==> src/rtl/ca_power_sequencer.sv <==
// Initiator side of the CA interlock handshake: sequences fan, G1 and CA supply
// bring-up, supervises the running CA supply and trips to a latched fault with cooldown.
module ca_power_sequencer #(
   parameter int FAN_SPINUP    = 128,
   parameter int G1_TIMEOUT    = 64,
   parameter int PERM_TIMEOUT  = 256,
   parameter int CA_OK_TIMEOUT = 4096,
   parameter int COOLDOWN      = 3840,
   parameter int MAX_RETRIES   = 3
) (
   input  logic       clk,
   input  logic       reset,
   input  logic       start_cmd,
   input  logic       stop_cmd,
   input  logic       fault_ack,
   input  logic       i_not_alarm,
   input  logic       i_g1_ok,
   input  logic       i_ca_perm_n,
   input  logic       i_not_ca_ok,
   input  logic       i_i_ca_high_n,
   input  logic       i_u_ca_low_n,
   output logic       o_fan_on,
   output logic       o_g1_enable,
   output logic       o_ca_ps_act,
   output logic       o_ready,
   output logic       o_fault,
   output logic       o_lockout,
   output logic [2:0] o_fault_code,
   output logic [2:0] o_state,
   output logic [1:0] o_retry_cnt
);

   localparam int M1   = (FAN_SPINUP > G1_TIMEOUT) ? FAN_SPINUP : G1_TIMEOUT;
   localparam int M2   = (M1 > PERM_TIMEOUT) ? M1 : PERM_TIMEOUT;
   localparam int M3   = (M2 > CA_OK_TIMEOUT) ? M2 : CA_OK_TIMEOUT;
   localparam int MAXP = (M3 > COOLDOWN) ? M3 : COOLDOWN;
   localparam int TW   = $clog2(MAXP + 1);

   typedef enum logic [2:0] {
      S_IDLE      = 3'd0,
      S_FAN_START = 3'd1,
      S_G1_WAIT   = 3'd2,
      S_CA_REQ    = 3'd3,
      S_CA_RAMP   = 3'd4,
      S_RUN       = 3'd5,
      S_FAULT     = 3'd6,
      S_COOLDOWN  = 3'd7
   } state_t;

   state_t        state_q, state_d;
   logic [TW-1:0] timer_q, timer_d;
   logic [2:0]    code_q, code_d;
   logic [1:0]    retry_q, retry_d;
   logic          lock_q, lock_d;
   logic [2:0]    fc;
   logic [1:0]    retry_inc;

   always_ff @(posedge clk or negedge reset) begin
      if (!reset) begin
         state_q <= S_IDLE;
         timer_q <= '0;
         code_q  <= '0;
         retry_q <= '0;
         lock_q  <= 1'b0;
      end else begin
         state_q <= state_d;
         timer_q <= timer_d;
         code_q  <= code_d;
         retry_q <= retry_d;
         lock_q  <= lock_d;
      end
   end

   assign retry_inc = (retry_q == 2'd3) ? 2'd3 : retry_q + 2'd1;

   always_comb begin
      state_d = state_q;
      code_d  = code_q;
      retry_d = retry_q;
      lock_d  = lock_q;
      fc      = 3'd0;
      // Supervision hazards outrank stop, which outranks progress and timeouts.
      if (state_q inside {S_FAN_START, S_G1_WAIT, S_CA_REQ, S_CA_RAMP, S_RUN}) begin
         if (!i_not_alarm)                        fc = 3'd1;
         else if (state_q == S_RUN && !i_i_ca_high_n) fc = 3'd5;
         else if (state_q == S_RUN && !i_u_ca_low_n)  fc = 3'd6;
         else if (state_q == S_RUN && i_not_ca_ok)    fc = 3'd7;
      end
      case (state_q)
         S_IDLE: begin
            if (start_cmd && i_not_alarm && !lock_q) begin
               state_d = S_FAN_START;
               code_d  = 3'd0;
            end
            if (stop_cmd && fault_ack) begin
               lock_d  = 1'b0;
               retry_d = 2'd0;
            end
         end
         S_FAULT: if (fault_ack) state_d = S_COOLDOWN;
         S_COOLDOWN: if (timer_q == TW'(COOLDOWN - 1)) state_d = S_IDLE;
         default: begin
            if (fc == 3'd0) begin
               if (stop_cmd) state_d = S_COOLDOWN;
               else begin
                  case (state_q)
                     S_FAN_START: if (timer_q == TW'(FAN_SPINUP - 1)) state_d = S_G1_WAIT;
                     S_G1_WAIT: begin
                        if (i_g1_ok) state_d = S_CA_REQ;
                        else if (timer_q == TW'(G1_TIMEOUT - 1)) fc = 3'd2;
                     end
                     S_CA_REQ: begin
                        if (!i_ca_perm_n) state_d = S_CA_RAMP;
                        else if (timer_q == TW'(PERM_TIMEOUT - 1)) fc = 3'd3;
                     end
                     S_CA_RAMP: begin
                        if (!i_not_ca_ok) begin
                           state_d = S_RUN;
                           retry_d = 2'd0;
                        end else if (timer_q == TW'(CA_OK_TIMEOUT - 1)) fc = 3'd4;
                     end
                     default: ;
                  endcase
               end
            end
         end
      endcase
      if (fc != 3'd0) begin
         state_d = S_FAULT;
         code_d  = fc;
         retry_d = retry_inc;
         if (int'(retry_inc) >= MAX_RETRIES) lock_d = 1'b1;
      end
   end

   assign timer_d = (state_d != state_q) ? '0 : timer_q + TW'(1);

   assign o_fan_on     = (state_q != S_IDLE);
   assign o_g1_enable  = state_q inside {S_G1_WAIT, S_CA_REQ, S_CA_RAMP, S_RUN};
   assign o_ca_ps_act  = state_q inside {S_CA_REQ, S_CA_RAMP, S_RUN};
   assign o_ready      = (state_q == S_RUN);
   assign o_fault      = (state_q == S_FAULT);
   assign o_lockout    = lock_q;
   assign o_fault_code = code_q;
   assign o_state      = state_q;
   assign o_retry_cnt  = retry_q;

endmodule
==> config.mk <==
export PLATFORM = sky130hd
export DESIGN_NAME = ca_power_sequencer
export DESIGN_NICKNAME = d
export VERILOG_FILES = /design/src/rtl/ca_power_sequencer.sv
export SDC_FILE = /design/constraint.sdc
export NUM_CORES = 1
export LEC_CHECK = 0
export CORE_MARGIN = 2
export CORE_UTILIZATION = 50
export CTS_CLUSTER_SIZE = 30
export DETAILED_ROUTE_END_ITERATION = 10
export GPL_TIMING_DRIVEN = 0
export PLACE_DENSITY = 0.72
export SYNTH_ARGS = -nofsm -noshare
export SYNTH_HDL_FRONTEND = slang
export SYNTH_SLANG_ARGS = --single-unit
==> constraint.sdc <==
create_clock -name clk -period 2.7 [get_ports clk]
set_clock_uncertainty 0.15 [all_clocks]
set_input_delay 0.54 -clock clk [delete_from_list [all_inputs] [get_ports clk]]
set_output_delay 0.54 -clock clk [all_outputs]
set_load 0.03 [all_outputs]
==> reports/metrics.csv <==
stage;metric;value;unit
global_routing;antenna violations before repair;0;
setup_path;critical path data arrival time;2.83;ns
pwr;static leakage;0.9656;nW
floorplan;die width;61.19;µm
final_layout;diode count;0;
global_routing;All-Layer GR Usage;25.20;%
timing;fmax;0.3643;GHz
pwr;pwr dens;1123;mW/mm²
yosys;share of the synthesized area in the top cell type;33.66;%
setup_path;Worst EP required;2.78;ns
route;vias;1539;
yosys;count leader, synth;dfrtp_1;
yosys;top cells by count, synth;dfrtp_1 (22), nor3_2 (12), inv_1 (11), nand2_1 (10), nand3_1 (10);
yosys;Seq/Total Area, Yosys;33.66;%
yosys;ys flop type;dfrtp_1;
hold_path;worst min path class;reg -> reg;
global_routing;largest net degree at the start of global routing;23;
timing;Slew Limit Fails;0;
clocking;htree depth;1;
global_routing;met2 usage;40.27;%
clocking;cts bufs inserted;3;
floorplan;Initial Utilization;53.13;%
outcome;violated checks;setup timing;
global_routing;number of global-route vias before repair;1400;
route;drt pass-1 iters;4;
setup_path;Worst setup SP type;flop;
route;drt total wl;4653;µm
timing;crit path time final;2.745;ns
timing;Setup WS post-layout;-0.04527;ns
route;WL/cell;17.43;µm
clocking;Hold Buf Count CTS;0;
place;Routability Congestion;0.9112;
global_routing;global-route track usage on met1;34.95;%
yosys;Synth area leaders;dfrtp_1 (34%), nor3_2 (7.3%), xnor2_1 (3.2%), xor2_1 (3.2%), nand3_1 (3.1%);
place;port buffer count;23;
final_layout;number of fill cells in the layout;217;
floorplan;core box area;0.003078;mm²
timing;Least-Margin Pin Slew;1.012;ns
yosys;number of synthesized flops with an enable pin;0;
clocking;Root Buffer;clkbuf_4;
timing;RSZ-0062 raised after global routing;yes;
yosys;Post-Synthesis Cells;171;
timing;final hold violations;0;
floorplan;row count;20;
place;Detail Placement HPWL;2941;µm
yosys;Post-Syn Area;0.001635;mm²
global_routing;GR Layer Usage met3;3.151;%
yosys;Yosys reg bits;22;
place;Place WS;-0.4164;ns
final_layout;Area Overhead vs Synth;41.93;%
pwr;IR drop worst, VDD;0.8915;mV
clocking;Worst-path clk slew;0.13;ns
flow_run;Max-Cap Viols;0;
yosys;Synth cell types;53;
route;post-route ant nets;0;
yosys;cell taking the most area after synthesis;dfrtp_1;
route;via-per-instance ratio;5.764;
yosys;Ys Warns;0;
clocking;CTS max path bufs;2;
clocking;clk sinks;22;
final_layout;proportion of layout cells with a drive suffix above 1;35.87;%
final_layout;final net count;236;
clocking;Skew-Pair Late Insertion Delay;0.33;ns
outcome;status;finished, violations left;
floorplan;Die Ht;61.19;µm
route;drc violations;0;
global_routing;first-pass GRT wire length;6741;µm
floorplan;Die Footprint;0.003744;mm²
timing;Slew HR;32.33;%
setup_path;type of the worst setup path;reg -> reg;
global_routing;GR Overflow Total;0;
timing;period utilization;101.7;%
timing;final setup fails;10;
yosys;FFs w/ async S/R, synth;100.0;%
global_routing;most used routing layer;met2;
yosys;Syn Area/Cell;9.563;µm²
route;1st-iter DRT viols;98;
setup_path;Worst setup EP type;flop;
setup_path;Critical Path Fanout Max;7;
yosys;syn nets;183;
floorplan;I/O Pins;25;
clocking;CTS tree;built;
final_layout;Final Util;75.41;%
==> critical path, stage by stage, from the launching register on <==
cell and delay, ns:
dfrtp_1 0.40, buf_6 0.13, or4_4 0.55, nor4_4 0.35, a21oi_2 0.12, a211oi_2 0.20
or4_4 0.20, xor2_4 0.20, bufbuf_16 0.30, nor3_2 0.04
==> sequential cells by signal, indices dropped and copies added (netlist names) <==
register,cells
o_retry_cnt,2
o_lockout,1
o_state,3
o_fault_code,3
timer_q,13
==> cell usage in the layout, fill, tap and decap left out, types with 3 or more instances in the layout <==
master           netlist  routed
dfrtp_1               22      19
nor3_1                 7       5
dlygate4sd2_1          0       3
o221ai_1               3       3
xor2_1                 6       6
a21oi_1                8       7
nand2_1               10      10
nor3_2                12      10
buf_4                  1      24
nor2_1                 8       7
o21a_1                 3       3
a211oi_2               1       3
nand2b_1               6       5
nand3_1               10      10
clkdlybuf4s50_1        0      19
inv_1                 11      11
xnor2_1                6       5
dfrtp_2                0       3
nor3_4                 0       4
clkbuf_4               0       3
o21ai_0                4       3
==> where the power goes <==
group	internal, mW	switching, mW
combinational	0.930	0.939
clock	0.150	0.115
sequential	0.399	0.0744
==> per-stage QoR <==
stage | total power [mW] | hold slack, ns | TNS [ns] | instances | area, µm²
3_5_place_dp | 1.685 | 0.3352 | -4.789 | 238 | 1921
5_1_grt | 2.736 | 0.3851 | -1.323 | 267 | 2321
4_1_cts | 2.238 | 0.3476 | -0.1946 | 251 | 2112
6_report | 2.607 | 0.3528 | -0.2625 | 267 | 2321
3_3_place_gp | 1.670 | 0.3328 | -4.987 | 238 | 1921
2_1_floorplan | 1.333 | 0.09441 | 0 | 171 | 1635
==> path summary, 6_finish.rpt <==
check	startpoint	end	slack, ns	cells past startpoint
max reg2reg	timer_q[8]	timer_q[4]	-0.05	9
min	timer_q[0]	timer_q[0]	0.35	1
min reg2reg	timer_q[0]	timer_q[0]	0.35	1
min in group asynchronous	reset	o_fault_code[1]	0.60	1
max in group asynchronous	reset	o_state[1]	1.12	1
max	timer_q[8]	timer_q[4]	-0.05	9
==> metal layers <==
layer	vias up	wire length, µm
met2	54	2423
met3	8	210
met5	-	0
met1	744	1963
met4	0	56
li1	733	-
==> cell type report <==
cell class / instances / area [µm²] / area share, %
Tap cell: 44 / 55.05 / 2.372
Clock buffer: 3 / 22.52 / 0.9703
Inverter: 11 / 41.29 / 1.779
Buffer: 9 / 75.07 / 3.234
Sequential cell: 22 / 554.3 / 23.88
Clock inverter: 1 / 30.03 / 1.294
Timing Repair Buffer: 48 / 462.9 / 19.95
Multi-Input combinational cell: 129 / 1080 / 46.52
==> repair_timing <==
item | in CTS | in global routing
gates cloned | 1 | 1
resized for setup | 16 | 18
pin swaps | 4 | 10
endpoints found under the setup margin | 14 | 14
setup buffers | 8 | 15
==> cell families (layout without fill, tap and decap cells) <==
group | Yosys count | in the layout | synth area share, %
adders and majority gates | 1 | 1 | 0.7650
AOI/OAI and AO/OA | 36 | 36 | 17.52
xor gates and xnor gates | 13 | 13 | 8.110
and+or+nand+nor | 79 | 79 | 33.44
buffers and inverters | 20 | 72 | 6.503
DFF | 22 | 22 | 33.67
Power figures use the tool's default switching activity.
